--- src/rtl/mem_wb_stage.sv ---
// mem_wb_stage
// Memory-to-writeback stage. Holds one retiring instruction. For loads it waits
// for the synchronous data-memory response, then aligns and extends the data.
// It emits one registered register-file write per retired instruction.
//
// Ports:
//   clk, rst_n          clock, asynchronous active-low reset
//   valid_i / ready_o   upstream handshake; accept = valid_i && ready_o && !flush_i
//   flush_i             discards the held instruction (and any incoming one)
//   rd_addr_i, rd_wr_en_i, wb_sel_i, load_funct3_i,
//   alu_result_i, pc_plus4_i, imm_i      instruction fields captured on accept
//   dmem_rdata_i, dmem_rvalid_i          data-memory read response
//   rd_addr_o, rd_data_o, rd_wr_en_o     register-file write port (registered)
//   retire_o, load_err_o                 one-cycle completion / illegal-load pulses
module mem_wb_stage #(
    parameter int XLEN       = 32,
    parameter int REG_ADDR_W = 5
) (
    input  logic                  clk,
    input  logic                  rst_n,
    input  logic                  valid_i,
    output logic                  ready_o,
    input  logic                  flush_i,
    input  logic [REG_ADDR_W-1:0] rd_addr_i,
    input  logic                  rd_wr_en_i,
    input  logic [1:0]            wb_sel_i,
    input  logic [2:0]            load_funct3_i,
    input  logic [XLEN-1:0]       alu_result_i,
    input  logic [XLEN-1:0]       pc_plus4_i,
    input  logic [XLEN-1:0]       imm_i,
    input  logic [XLEN-1:0]       dmem_rdata_i,
    input  logic                  dmem_rvalid_i,
    output logic [REG_ADDR_W-1:0] rd_addr_o,
    output logic [XLEN-1:0]       rd_data_o,
    output logic                  rd_wr_en_o,
    output logic                  retire_o,
    output logic                  load_err_o
);

    typedef enum logic [1:0] {
        EMPTY     = 2'd0,
        HOLD      = 2'd1,
        WAIT_LOAD = 2'd2,
        DROP      = 2'd3
    } state_t;

    localparam logic [1:0] SEL_ALU  = 2'b00;
    localparam logic [1:0] SEL_LOAD = 2'b01;
    localparam logic [1:0] SEL_PC4  = 2'b10;

    state_t state_q, state_d;

    // Capture register
    logic [REG_ADDR_W-1:0] rd_addr_q;
    logic                  rd_wr_en_q;
    logic [1:0]            wb_sel_q;
    logic [2:0]            funct3_q;
    logic [XLEN-1:0]       alu_q, pc4_q, imm_q;

    // Output register
    logic [REG_ADDR_W-1:0] out_addr_q, out_addr_d;
    logic [XLEN-1:0]       out_data_q, out_data_d;
    logic                  out_we_q, out_we_d;
    logic                  out_ret_q, out_ret_d;
    logic                  out_err_q, out_err_d;

    logic accept, complete, in_is_load, load_legal;
    logic [XLEN-1:0] load_val, wb_val;
    logic [7:0]  sel_byte;
    logic [15:0] sel_half;
    logic [7:0]  byte_lane [4];

    genvar gi;
    generate
        for (gi = 0; gi < 4; gi++) begin : g_lane
            assign byte_lane[gi] = dmem_rdata_i[8*gi +: 8];
        end
    endgenerate

    assign in_is_load = (wb_sel_i == SEL_LOAD);
    assign ready_o    = (state_q == EMPTY) || (state_q == HOLD) ||
                        ((state_q == WAIT_LOAD) && dmem_rvalid_i);
    assign accept     = valid_i && ready_o && !flush_i;
    // A flush on the completion edge wins: the held instruction never retires.
    assign complete   = !flush_i && ((state_q == HOLD) ||
                        ((state_q == WAIT_LOAD) && dmem_rvalid_i));

    // Load alignment: byte lane by offset, halfword by offset[1].
    assign sel_byte = byte_lane[alu_q[1:0]];
    assign sel_half = alu_q[1] ? dmem_rdata_i[31:16] : dmem_rdata_i[15:0];

    always_comb begin
        load_legal = 1'b1;
        load_val   = '0;
        case (funct3_q)
            3'b000:  load_val = {{(XLEN-8){sel_byte[7]}}, sel_byte};
            3'b100:  load_val = {{(XLEN-8){1'b0}}, sel_byte};
            3'b001:  load_val = {{(XLEN-16){sel_half[15]}}, sel_half};
            3'b101:  load_val = {{(XLEN-16){1'b0}}, sel_half};
            3'b010:  load_val = dmem_rdata_i;
            default: load_legal = 1'b0;
        endcase
    end

    always_comb begin
        case (wb_sel_q)
            SEL_ALU:  wb_val = alu_q;
            SEL_LOAD: wb_val = load_val;
            SEL_PC4:  wb_val = pc4_q;
            default:  wb_val = imm_q;
        endcase
    end

    // Next state
    always_comb begin
        state_d = state_q;
        case (state_q)
            EMPTY: begin
                if (accept) state_d = in_is_load ? WAIT_LOAD : HOLD;
            end
            HOLD: begin
                if (accept) state_d = in_is_load ? WAIT_LOAD : HOLD;
                else        state_d = EMPTY;
            end
            WAIT_LOAD: begin
                if (flush_i)            state_d = dmem_rvalid_i ? EMPTY : DROP;
                else if (dmem_rvalid_i) state_d = accept ? (in_is_load ? WAIT_LOAD : HOLD) : EMPTY;
            end
            DROP: begin
                if (dmem_rvalid_i) state_d = EMPTY;
            end
            default: state_d = EMPTY;
        endcase
    end

    // Output register next values; address/data hold when nothing completes.
    always_comb begin
        out_addr_d = out_addr_q;
        out_data_d = out_data_q;
        out_we_d   = 1'b0;
        out_ret_d  = 1'b0;
        out_err_d  = 1'b0;
        if (complete) begin
            out_addr_d = rd_addr_q;
            out_ret_d  = 1'b1;
            if ((wb_sel_q == SEL_LOAD) && !load_legal) begin
                out_data_d = '0;
                out_err_d  = 1'b1;
            end else begin
                out_data_d = wb_val;
                out_we_d   = rd_wr_en_q && (rd_addr_q != '0);
            end
        end
    end

    always_ff @(posedge clk or negedge rst_n) begin
        if (!rst_n) begin
            state_q    <= EMPTY;
            rd_addr_q  <= '0;
            rd_wr_en_q <= 1'b0;
            wb_sel_q   <= '0;
            funct3_q   <= '0;
            alu_q      <= '0;
            pc4_q      <= '0;
            imm_q      <= '0;
            out_addr_q <= '0;
            out_data_q <= '0;
            out_we_q   <= 1'b0;
            out_ret_q  <= 1'b0;
            out_err_q  <= 1'b0;
        end else begin
            state_q    <= state_d;
            out_addr_q <= out_addr_d;
            out_data_q <= out_data_d;
            out_we_q   <= out_we_d;
            out_ret_q  <= out_ret_d;
            out_err_q  <= out_err_d;
            if (accept) begin
                rd_addr_q  <= rd_addr_i;
                rd_wr_en_q <= rd_wr_en_i;
                wb_sel_q   <= wb_sel_i;
                funct3_q   <= load_funct3_i;
                alu_q      <= alu_result_i;
                pc4_q      <= pc_plus4_i;
                imm_q      <= imm_i;
            end
        end
    end

    assign rd_addr_o  = out_addr_q;
    assign rd_data_o  = out_data_q;
    assign rd_wr_en_o = out_we_q;
    assign retire_o   = out_ret_q;
    assign load_err_o = out_err_q;

endmodule

--- config.mk ---
export PLATFORM = sky130hd
export DESIGN_NAME = mem_wb_stage
export DESIGN_NICKNAME = d
export VERILOG_FILES = /design/src/rtl/mem_wb_stage.sv
export SDC_FILE = /design/constraint.sdc
export NUM_CORES = 1
export LEC_CHECK = 0
export BUFFER_PORTS_ARGS = -buffer_cell sky130_fd_sc_hd__buf_2
export CAP_MARGIN = 20
export CORE_ASPECT_RATIO = 1.5
export CORE_UTILIZATION = 57
export DETAILED_ROUTE_END_ITERATION = 12
export PLACE_DENSITY = 0.87
export REMOVE_ABC_BUFFERS = 1
export SLEW_MARGIN = 15
export SYNTH_ARGS = -nofsm -noshare
export SYNTH_HDL_FRONTEND = slang
export SYNTH_SLANG_ARGS = --single-unit
export TNS_END_PERCENT = 20
--- constraint.sdc ---
create_clock -name clk -period 2.5 [get_ports clk]
set_input_delay 0.5 -clock clk [delete_from_list [all_inputs] [get_ports clk]]
set_output_delay 0.5 -clock clk [all_outputs]
set_load 0.005 [all_outputs]
Word-level counts from Yosys, hierarchy flattened
Index checks and enable logic that the tools add are counted.
{"block": "classes", "reduce_logical": 17, "eq_ne": 13, "mux": 21, "n_addsub": 0, "multipliers": 0, "shifts": 0, "n_div": 0, "bitwise": 1, "n_lt_le_gt_ge": 1}
{"operator": "one-hot mux 32 bit (5 select lines)", "count": 1}
{"operator": "one-hot mux 32 bit (3 select lines)", "count": 1}
{"operator": "2-to-1 mux 32 bit", "count": 1}
{"operator": "binary-select mux 8 bit (select 2 bit)", "count": 1}
{"operator": "2-to-1 mux 16 bit", "count": 1}
{"operator": "2-to-1 mux 8 bit", "count": 2}
{"operator": "2-to-1 mux 2 bit", "count": 7}
{"operator": "one-hot mux 2 bit (4 select lines)", "count": 1}
{"operator": "== test 2 x 1 -> 1 bit (second input constant)", "count": 3}
{"operator": "== test 2 bit (second input constant)", "count": 3}
{"operator": "== test 3 bit (second input constant)", "count": 2}
{"operator": "logical AND 1 bit", "count": 6}
{"operator": "2-to-1 mux 1 bit", "count": 6}
{"operator": "nonzero test 5 bit", "count": 1}
{"operator": "OR reduction 5 bit", "count": 1}
{"operator": "zero test 2 bit", "count": 2}
{"operator": "inequality test 2 bit (second input constant)", "count": 2}
{"operator": "== test 3 x 1 -> 1 bit (second input constant)", "count": 1}
{"operator": "== test 3 x 2 -> 1 bit (second input constant)", "count": 1}
{"operator": "greater-or-equal comparator 3 bit (second input constant)", "count": 1}
{"operator": "zero test 3 bit", "count": 1}
{"operator": "logical OR 1 bit", "count": 3}
{"operator": "inequality test 3 bit (second input constant)", "count": 1}
{"operator": "NOT 2 -> 3 bit", "count": 1}
{"operator": "2 further kinds", "count": 3}
{"block": "word_totals", "mem_bits_rw": 0, "regBits": 149, "mem_bits_ro": 0, "word_cells": 66, "latchBits": 0, "input_bits": 144, "memories": 0}

Logic depth before layout (Yosys ltp)
Gate-level depths: netlist (run 1).
{"block": "depth", "ltp_word": 9, "mapped_depth": 7, "mapped_depth_nobuf": 5}

Worst setup path after synthesis (run 1)
No wires, ideal clock.
{"block": "synth_path", "kind": "input-to-reg", "from": "input port dmem_rvalid_i", "to": "register imm_q[10]", "setup_ns": 0.125, "t_required_ns": 2.375, "arrival_time_ns": 1.675, "slack_ns": 0.700, "path_stages": 7, "path_buffers": 3, "cell_sequence": "inv_1 -> o21ai_0 -> and2_1 -> buf_2 -> buf_6 -> buf_6 -> mux2_2"}
{"block": "synth_between", "elab_chain_cells": 4}
{"item": "start, declared", "line": "32", "text": "input logic dmem_rvalid_i,"}
{"item": "logical AND 1 bit", "line": "82", "text": "((state_q == WAIT_LOAD) && dmem_rvalid_i);"}
{"item": "logical OR 1 bit", "line": "81", "text": "assign ready_o = (state_q == EMPTY) || (state_q == HOLD) ||"}
{"item": "named net ready_o", "line": "22", "text": "output logic ready_o,"}
{"item": "logical AND 1 bit (2 in a row)", "line": "83", "text": "assign accept = valid_i && ready_o && !flush_i;"}
{"item": "end signal, assigned", "line": "185", "text": "imm_q <= imm_i;"}
{"item": "end, declared", "line": "58", "text": "logic [XLEN-1:0] alu_q, pc4_q, imm_q;"}
The timed path passes the listed nets, and every way through them passes these cells.
A chain may end at the register's enable or synchronous reset.

Worst setup path in the final report (run 1)
{"block": "layout_path", "from": "register wb_sel_q[0]", "to": "register out_data_q[18] (netlist: rd_data_o[18])"}
{"block": "layout_between", "elab_chain_cells": 3}
{"item": "start, declared", "line": "56", "text": "logic [1:0] wb_sel_q;"}
{"item": "start signal, assigned", "line": "181", "text": "wb_sel_q <= wb_sel_i;"}
{"item": "== test 2 bit (tied with other cells)", "line": "106", "text": "case (wb_sel_q)"}
{"item": "one-hot mux 32 bit (3 select lines) / logical AND 1 bit (equally long branches)", "line": "106, 146"}
{"item": "2-to-1 mux 32 bit (*)", "line": "146", "text": "if ((wb_sel_q == SEL_LOAD) && !load_legal) begin"}
{"item": "end signal, assigned", "line": "174", "text": "out_data_q <= out_data_d;"}
{"item": "end, declared", "line": "62", "text": "logic [XLEN-1:0] out_data_q, out_data_d;"}
Every way passes the cells marked *; elsewhere a longest branch is shown, timed or not.

==> results of run 1 <==
==> state kept, by name, indices dropped and copies added (netlist names) <==
name	count
rd_wr_en_o	1
load_err_o	1
funct3_q	3
retire_o	1
wb_sel_q	2
pc4_q	32
imm_q	32
alu_q	32
rd_wr_en_q	1
state_q	2
rd_addr_q	5
rd_data_o	32
rd_addr_o	5
==> worst reg2reg max path, stage by stage (launching register included) <==
cell and delay, ns:
dfrtp_2 0.62, buf_12 0.26, mux2_2 0.37, a22o_1 0.22
a211oi_1 0.39, a21oi_1 0.15
==> layout make-up <==
type                       count  area [um^2]
fill                         769         3060
antenna                        1         2.50
inverter                       5         18.8
sequential                   149         3730
clock buffer                  21          470
tap                          150          188
multi-input combinational    334         2940
clock inverter                11          171
timing repair buffer         198         1070
==> placed cells by master (no fill, tap or decap), drive strengths merged, types with 2 or more instances in the layout <==
cell type,Yosys,layout
a211oi,17,17
a21oi,16,16
a221oi,24,24
a222oi,7,7
a22o,16,16
buf,32,198
bufinv,0,4
clkbuf,11,21
clkinv,0,4
clkinvlp,0,2
dfrtp,149,149
inv,5,6
mux2,146,146
mux2i,5,5
nand2,18,18
nor2,19,19
nor2b,5,5
nor3,2,2
nor3b,3,3
o21ai,6,6
o221ai,2,2
o22ai,33,33
or4,3,3
==> report_power, final <==
| part | switching, uW | leakage (uW) | total (uW) | internal [uW] |
|---|---|---|---|---|
| sequential | 368 | 0.00176 | 3310 | 2950 |
| combinational | 873 | 0.00180 | 1840 | 968 |
| clock | 1020 | 0.000310 | 2780 | 1750 |
| total | 2260 | 0.00387 | 7930 | 5670 |
==> final timing paths <==
kind / from / end / cells after the start
max: wb_sel_q[0] / rd_data_o[18] / 5
min: rst_n / pc4_q[22] / 1
max reg2reg: wb_sel_q[0] / rd_data_o[18] / 5
min reg2reg: rd_addr_o[4] / rd_addr_o[4] / 2
max in group asynchronous: rst_n / imm_q[11] / 2
min in group clk: imm_i[0] / imm_q[0] / 2
==> through the flow <==
step / setup slack [ns] / util (%) / total power (uW) / std cells / TNS [ns]
CTS: 0.389 / 73.7 / 7940 / 868 / 0
detailed placement: 0.462 / 68.2 / 5150 / 836 / 0
global route: 0.319 / 73.7 / 8260 / 869 / 0
global placement: 0.530 / 68.2 / 5030 / 836 / 0
finish: 0.343 / 73.7 / 7930 / 869 / 0
floorplan: -1.35 / - / 4330 / 488 / -147.04
==> per-layer routing <==
layer	GRT usage (%)	routed length, um
met4	17.0	870
met1	35.5	6880
met3	7.67	1270
met2	53.2	9850
met5	0	0
==> cells by family after synthesis <==
family | synth area share, %
buffers and inverters | 3.82
AO/OA/AOI/OAI | 13.6
multiplexers | 24.5
AND/OR/NAND/NOR | 4.08
flip-flops | 54.0
==> summary.txt, run 1 <==
====================================================================================
Max-Cap Viols .........................................................            0
Remaining DRCs ........................................................            0
Die W .................................................................      91.9 um
DIE HEIGHT ............................................................       137 um
Via density per instance ..............................................         6.23
Layout net count ......................................................          849
Floorplan Core Area ...................................................  0.0117 mm^2
Count of buffering cells on the critical path with inverters included .            1
Post CTS Setup Buffer Count ...........................................            0
Area share of the leading cell type in the synthesized netlist ........        54.0%
FP Rows ...............................................................           48
Number of buffers inserted for hold repair after clock tree synthesis .            0
Number of flip-flops and latches in the synthesized netlist ...........          149
Routed WL .............................................................     18900 um
FMAX ..................................................................      464 MHz
Count of unique library cells instantiated by Yosys ...................           39
Area overhead of the layout relative to synthesis .....................        24.3%
Most common flop cell mapped by yosys .................................      dfrtp_1
Post-Synthesis Mean Instance Area .....................................    13.0 um^2
Final hold violation count ............................................            0
Clock period minus worst slack ........................................      2.16 ns
Clock insertion delay at the later pin of the skew report .............      0.42 ns
Transition time at the pin with the least slew margin .................     0.978 ns
Placer Congestion .....................................................        0.908
Peak supply drop ......................................................     0.463 mV
Layout cells sized above 1 ............................................        53.5%
Kind of end point of the critical path ................................         flop
Worst slew margin relative to its limit ...............................        34.7%
Total congestion overflow after global routing ........................            0
CTS HTree Levels ......................................................            4
Number of pins exceeding their max-slew limit in the final report .....            0
Number of nets with antenna violations after detailed routing .........            0
Kind of critical path .................................................      reg2reg
Final number of setup-violating endpoints .............................            0
Pin count of the biggest net entering global routing ..................           70
Sequential fraction of the synthesis area .............................        54.0%
Setup repair after global routing missed its margin ...................           no
Library cell occupying the most area in the post-synthesis netlist ....      dfrtp_1
Max stage delay cell, worst path ......................................      dfrtp_2
Layout Cell Area excl Fill ............................................ 0.00859 mm^2
Deepest clock path buffer count .......................................            2
Via Count .............................................................         5416
Root buf cell .........................................................    clkbuf_16
Worst setup skew after layout .........................................    0.0114 ns
Ports .................................................................          185
Register-to-register setup slack ......................................      0.34 ns
All-layer global routing usage ........................................        31.0%
Critical path's largest stage delay ...................................      0.62 ns
Data required time of the critical path ...............................      2.75 ns
Global-route wire length before repair ................................     29500 um
Starting Density ......................................................        59.3%
Power per Cell Area ...................................................  923 mW/mm^2
Final hold slack ......................................................    0.0557 ns
Num Clock Sinks .......................................................          149
Worst-path cell chain ................................................. buf_12 > mux2_2 > a22o_1 > a211oi_1 > a21oi_1
WP data arrival .......................................................      2.41 ns
Netlist area before placement ......................................... 0.00691 mm^2
Top area cells in the synthesized netlist ............................. dfrtp_1 54%, mux2_2 24%, a221oi_1 3.0%
Number of CTS-inserted buffers ........................................           17
Cell with the most instances after synthesis ..........................      dfrtp_1
Final worst-path cycle share ..........................................        86.3%
Hold/Removal Path Class ...............................................     in2async
Static power due to leakage ...........................................   0.00387 uW
Count of synthesis-stage warnings from yosys ..........................            0
Routed length per placed instance .....................................      21.7 um
Starting DRT DRC Count ................................................          409
Post-CTS Resized ......................................................            0
Number of port buffers ................................................          184
Number of detailed-route iterations in the first pass .................            6
Clock tree from TritonCTS .............................................        built
Share of async-settable or async-resettable flops after synthesis .....         100%
Post-synth EDFFs ......................................................            0
Number of antenna violations at the first check in global routing .....            1
Gate count of the mapped netlist ......................................          531
Leading cell types by count after synthesis ........................... 149 x dfrtp_1, 146 x mux2_2, 32 x o22ai_1, 24 x a221oi_1, 22 x buf_2
Via count of the first global-routing pass ............................         5710
Detailed-placement wirelength estimate ................................     12900 um
Type of origin of the critical path ...................................         flop
Die area ..............................................................  0.0126 mm^2
CP Max Fanout .........................................................           21
Total cell area at the placement stage ................................ 0.00795 mm^2
Clock slew seen by the registers of the worst setup and hold paths ....      0.06 ns
Top Family by Delay on Critical Path .................................. compound AO/OA/AOI/OAI gates
Result of the run ..................................................... finished clean
====================================================================================
Power figures use the tool's default switching activity.
==> run 2, diff against run 1 <==
ABC_AREA = 1   (was default)
CORE_UTILIZATION = 59   (was 57)
==> run 2 against run 1 <==
Effect of this change:
- worst setup slack improved by 0.028 ns
- routed wire length up 8.2%
- clock skew shrank 0.0015 ns
- die area rose by 11%
- maximum frequency grew 1.3%
- global-route usage fell by 0.92 points
- critical path depth rose by 2
- final cell count is 46% higher
- first-iteration DRC count increased by 14%
- total power grew 36%
- critical endpoint is now rd_data_o[21]
==> summary.txt, run 2 <==
====================================================================================
Result of the run ..................................................... finished clean
Deepest clock path buffer count .......................................            2
Gate count of the mapped netlist ......................................          911
Via count of the first global-routing pass ............................         6745
Clock period minus worst slack ........................................      2.13 ns
Remaining DRCs ........................................................            0
Worst Reg-to-Reg Cells ................................................            7
Setup repair after global routing missed its margin ...................           no
Critical path's largest stage delay ...................................      0.46 ns
Die area ..............................................................  0.0139 mm^2
Worst slew margin relative to its limit ...............................        48.0%
Top area cells in the synthesized netlist ............................. dfrtp_1 47%, mux2_4 15%, nand2_1 14%
Area share of the leading cell type in the synthesized netlist ........        47.0%
Max-Cap Viols .........................................................            0
Post-CTS Resized ......................................................            0
Final hold violation count ............................................            0
Worst-path cell chain ................................................. nor2_4 > nand2_2 > nand3_1 > nand2_2 > nor2_1 > nand2_1 > nand2_1
Root buf cell .........................................................    clkbuf_16
Num Clock Sinks .......................................................          149
Global-route wire length before repair ................................     32700 um
Clock tree from TritonCTS .............................................        built
Netlist area before placement ......................................... 0.00794 mm^2
Via Count .............................................................         6631
Leading cell types by count after synthesis ........................... 303 x nand2_1, 149 x dfrtp_1, 134 x nor2_1, 79 x mux2_4, 60 x inv_1
CTS HTree Levels ......................................................            4
Fill cells ............................................................          958
Starting Density ......................................................        60.7%
Number of pins exceeding their max-slew limit in the final report .....            0
Data required time of the critical path ...............................      2.86 ns
Pin count of the biggest net entering global routing ..................           54
Most common flop cell mapped by yosys .................................      dfrtp_1
Die W .................................................................      96.7 um
Count of unique library cells instantiated by Yosys ...................           25
Number of nets with antenna violations after detailed routing .........            0
Commonest non-fill, non-tap cell in the layout ........................      nand2_1
Top library cells by usage in the layout, fill and taps aside ......... 303 x nand2_1, 183 x buf_2, 149 x dfrtp_1
Number of CTS-inserted buffers ........................................           17
Routed length per placed instance .....................................      16.1 um
Placer Congestion .....................................................        0.915
Layout cells sized above 1 ............................................        32.5%
Transition time at the pin with the least slew margin .................     0.777 ns
Fin Setup TNS .........................................................         0 ns
Hold/Removal Path Class ...............................................     in2async
Kind of critical path .................................................      reg2reg
Share of async-settable or async-resettable flops after synthesis .....         100%
Clock insertion delay at the later pin of the skew report .............      0.42 ns
Layout net count ......................................................         1234
CP Max Fanout .........................................................           33
Worst reg2reg path endpoint ........................................... rd_data_o[21]
Post-Synthesis Mean Instance Area .....................................    8.72 um^2
Floorplan Core Area ...................................................  0.0131 mm^2
Number of port buffers ................................................          184
Starting DRT DRC Count ................................................          468
All-layer global routing usage ........................................        30.1%
Clock slew seen by the registers of the worst setup and hold paths ....      0.06 ns
Start of the worst register-to-register path ..........................  funct3_q[0]
Area overhead of the layout relative to synthesis .....................        21.3%
Peak supply drop ......................................................     0.644 mV
Max stage delay cell, worst path ......................................      nand2_2
Ports .................................................................          185
Sequential fraction of the synthesis area .............................        47.0%
WP data arrival .......................................................      2.49 ns
Count of synthesis-stage warnings from yosys ..........................            0
Number of buffers inserted for hold repair after clock tree synthesis .            0
FP Rows ...............................................................           51
Number of detailed-route iterations in the first pass .................            5
Worst setup skew after layout .........................................   0.00984 ns
Library cell occupying the most area in the post-synthesis netlist ....      dfrtp_1
Number of flip-flops and latches in the synthesized netlist ...........          149
Cell with the most instances after synthesis ..........................      nand2_1
Final Util ............................................................        73.6%
Power per Cell Area ................................................... 1120 mW/mm^2
Post-synth EDFFs ......................................................            0
DIE HEIGHT ............................................................       144 um
Number of antenna violations at the first check in global routing .....            5
Via density per instance ..............................................         5.23
Kind of end point of the critical path ................................         flop
Type of origin of the critical path ...................................         flop
Final number of setup-violating endpoints .............................            0
Detailed-placement wirelength estimate ................................     14400 um
Total congestion overflow after global routing ........................            0
Register-to-register setup slack ......................................      0.37 ns
Post CTS Setup Buffer Count ...........................................            0
Routed WL .............................................................     20400 um
Static power due to leakage ...........................................   0.00541 uW
Final worst-path cycle share ..........................................        85.2%
FMAX ..................................................................      470 MHz
====================================================================================
[run 2: cell count changes after synthesis, moves of 14 or more]
cell      delta
nand2_1    +285
mux2_2     -146
nor2_1     +115
mux2_4      +79
inv_1       +55
o22ai_1     -32
a21oi_1     +31
a21oi_2     +27
a221oi_1    -24
nand3_1     +22
a211oi_1    -17
a22o_1      -16
o21ai_0     +14
[run 2: per-stage QoR]
step                      hold slack (ns)  area [um^2]  worst slack, ns  total power, uW  instances
after floorplan                     0.204         7620            -4.20             6750        866
after global placement              0.460         8970            0.415             7750       1230
after detailed placement            0.464         8970            0.382             7920       1230
after CTS                          0.0436         9610            0.384            10800       1261
after global routing               0.0543         9630            0.220            11500       1267
final                              0.0262         9630            0.371            10800       1268
[run 2: worst max-delay path by stage]
stage                       start            end  slack, ns  cells past startpoint
floorplan           dmem_rvalid_i      alu_q[10]      -4.20                      4
global placement    dmem_rvalid_i   rd_addr_q[3]       0.41                      8
detailed placement  dmem_rvalid_i       imm_q[0]       0.38                      6
CTS                   funct3_q[0]  rd_data_o[12]       0.38                      7
global route          funct3_q[0]  rd_data_o[12]       0.22                      7
finish                funct3_q[0]  rd_data_o[21]       0.37                      7
[run 2: layout make-up]
type	instances	area, um^2	share of cell area [%]
well taps	159	199	2.07
clock inverters	12	203	2.10
flip-flops and latches	149	3730	38.7
inverters	67	251	2.61
diodes	7	17.5	0.182
multi-input cells	650	3650	37.9
clock buffers	19	443	4.60
repair buffers	205	1130	11.8
[run 2: cell families after synthesis]
logic type             Yosys count  synth area share [%]
AND/OR/NAND/NOR                472                  23.2
multiplexers                    79                  14.9
AO/OA/AOI/OAI                   99                  7.72
buffers and inverters          112                  7.19
flip-flops                     149                  47.0
[run 2: worst max-delay path, delay by kind of cell (launching register included)]
| kind | cells | cell delay (ns) |
|---|---|---|
| and+or+nand+nor | 7 | 1.63 |
| DFF | 1 | 0.43 |
[run 2: power breakdown]
| group | total [uW] | switching (uW) | leakage, uW | internal (uW) |
|---|---|---|---|---|
| Combinational | 4020 | 2200 | 0.00335 | 1820 |
| Clock | 2810 | 1010 | 0.000313 | 1800 |
| Sequential | 3930 | 588 | 0.00175 | 3340 |
[run 2: routing by layer]
metal,vias to the layer above,GRT usage (%),routed length (um)
met5,-,0,0
met4,0,16.1,904
met3,63,6.43,1150
met2,255,51.7,10400
met1,3074,35.4,7930
li1,3239,-,-
==> run 3, diff against run 2 <==
BUFFER_PORTS_ARGS = default   (was -buffer_cell sky130_fd_sc_hd__buf_2)
CORE_UTILIZATION = 67   (was 59)
DONT_BUFFER_PORTS = 1   (was default)
PLACE_DENSITY = 0.84   (was 0.87)
==> run 3 against run 2 <==
Effect of this change:
- the flow now finishes with violations (hold timing)
- global-route usage increased by 2.6 points
- utilization grew 0.80 points
- sequential power is 3% higher
- total power down 4.7%
- first-iteration DRC count decreased by 27%
- non-clock buffer count decreased by 191
- clock-buffer cell count unchanged
- combinational power shrank 13%
- via count shrank 9.5%
- worst hold slack got worse by 0.26 ns
- clock power decreased by 3%
- routed wire length shrank 5.0%
- largest power group is now registers
==> summary.txt, run 3 (same netlist as run 2, synthesis figures left out) <==
====================================================================================
Result of the run ..................................................... finished with violations
Violations in the final reports .......................................  hold timing
Total congestion overflow after global routing ........................            0
DIE HEIGHT ............................................................       135 um
Total inserted antenna cells ..........................................            0
FMAX ..................................................................      494 MHz
Kind of critical path .................................................      reg2reg
Hold/Removal Path Class ...............................................     in2async
Deepest clock path buffer count .......................................            2
Pint ..................................................................      6570 uW
Via Count .............................................................         6002
Routed WL .............................................................     19400 um
CTS HTree Levels ......................................................            4
Number of detailed-route iterations in the first pass .................            5
Die area ..............................................................  0.0123 mm^2
Worst slew margin relative to its limit ...............................        45.8%
Area overhead of the layout relative to synthesis .....................        8.08%
Layout net count ......................................................         1043
Fin Setup TNS .........................................................         0 ns
Final std cells w/o fill ..............................................         1062
Clock period minus worst slack ........................................      2.03 ns
Num Clock Sinks .......................................................          149
Max stage delay cell, worst path ......................................      dfrtp_1
FP Rows ...............................................................           48
CP Max Fanout .........................................................           24
Number of port buffers ................................................            0
Via density per instance ..............................................         5.65
Cell with the most instances on the worst path ........................      nand2_1
Net switching share of the total power ................................        36.0%
Max-Cap Viols .........................................................            0
Clock tree from TritonCTS .............................................        built
Final hold violation count ............................................          149
Detailed-placement wirelength estimate ................................     13100 um
Top Family by Delay on Critical Path .................................. simple AND/OR/NAND/NOR gates
Final setup margin ....................................................     0.474 ns
Final worst-path cycle share ..........................................        81.0%
Remaining DRCs ........................................................            0
Placed cell count .....................................................         1030
Floorplan Core Area ...................................................  0.0115 mm^2
Pin count of the biggest net entering global routing ..................          150
Count of buffering cells on the critical path with inverters included .            1
Clk network pwr share .................................................        26.6%
Starting Density ......................................................        68.9%
Via count of the first global-routing pass ............................         6051
Final hold slack ......................................................    -0.237 ns
Layout cells sized above 1 ............................................        18.4%
Kind of end point of the critical path ................................         flop
Worst slack at placement ..............................................     0.497 ns
Routed length per placed instance .....................................      18.3 um
Transition time at the pin with the least slew margin .................     0.810 ns
Starting DRT DRC Count ................................................          341
Final Util ............................................................        74.4%
All-layer global routing usage ........................................        32.7%
Number of nets with antenna violations after detailed routing .........            0
WP data arrival .......................................................      2.33 ns
Setup repair after global routing missed its margin ...................           no
Comb pwr share ........................................................        34.1%
Sequential power share ................................................        39.3%
Static power due to leakage ...........................................   0.00461 uW
Critical path's largest stage delay ...................................      0.56 ns
Top library cells by usage in the layout, fill and taps aside ......... 302 x nand2_1, 149 x dfrtp_1, 134 x nor2_1
Worst setup skew after layout .........................................    0.0110 ns
Number of pins exceeding their max-slew limit in the final report .....            0
Power per Cell Area ................................................... 1200 mW/mm^2
Die W .................................................................      90.9 um
Net Switching .........................................................      3690 uW
Type of origin of the critical path ...................................         flop
Global-route wire length before repair ................................     30500 um
Final number of setup-violating endpoints .............................            0
Number of antenna violations at the first check in global routing .....            0
Ports .................................................................          185
Root buf cell .........................................................    clkbuf_16
Clock insertion delay at the later pin of the skew report .............      0.43 ns
Commonest non-fill, non-tap cell in the layout ........................      nand2_1
Peak supply drop ......................................................     0.654 mV
Data required time of the critical path ...............................      2.80 ns
Placer Congestion .....................................................        0.870
Number of CTS-inserted buffers ........................................           17
Clock slew seen by the registers of the worst setup and hold paths ....      0.07 ns
Worst-path cell chain ................................................. inv_1 > nand2_1 > nand2_1 > nand2_1 > nand2_1 > nand2_2 > nand2_1 > nand2_1 > nand2_1 > nand2_1 > nand2_1
====================================================================================
run 3: final cells by class:
class,count,area (um^2)
tap,150,188
inverter,67,251
timing repair buffer,14,130
clock buffer,19,433
fill,838,2950
clock inverter,13,195
multi-input combinational,650,3660
sequential,149,3730
run 3: repair_timing:
item | 4_1_cts | 5_1_grt
endpoints found under the hold margin | 149 | 149
endpoints found under the setup margin | 0 | 0
buffers inserted | 0 | 0
resized for setup | 0 | 0
run 3: path summary, 6_finish.rpt:
path	start	cells after the start	endpoint	slack (ns)
min in group clk	rd_wr_en_i	1	rd_wr_en_q	0.22
hold reg to reg	rd_data_o[14]	2	rd_data_o[14]	0.50
setup reg to reg	alu_q[1]	11	rd_data_o[12]	0.47
setup / recovery	alu_q[1]	11	rd_data_o[12]	0.47
max in group asynchronous	rst_n	0	alu_q[1]	2.44
hold / removal	rst_n	0	imm_q[21]	-0.24
run 3: power groups by stage:
stage	clock network, uW	registers, uW	logic [uW]
2_1_floorplan	0	3830	2910
3_5_place_dp	0	4040	3440
5_1_grt	2840	4120	3890
4_1_cts	2740	4020	3480
3_3_place_gp	0	4010	3320
6_report	2730	4030	3490
run 3: per-stage QoR:
stage               power [uW]  instance area (um^2)  hold WS [ns]
floorplan                 6750                  7620         0.204
global placement          7330                  7950         0.207
detailed placement        7480                  7950         0.206
CTS                      10300                  8580        -0.242
global route             10900                  8580        -0.245
finish                   10300                  8580        -0.237
run 3: metal layers:
| metal | routed length (um) | vias to the layer above | part of all wire [%] | track usage [%] |
|---|---|---|---|---|
| li1 | - | 2855 | - | - |
| met1 | 7600 | 2855 | 39 | 38.4 |
| met2 | 9750 | 234 | 50 | 54.6 |
| met3 | 1210 | 58 | 6.2 | 7.97 |
| met4 | 848 | 0 | 4.4 | 19.1 |
| met5 | 0 | - | 0 | 0 |
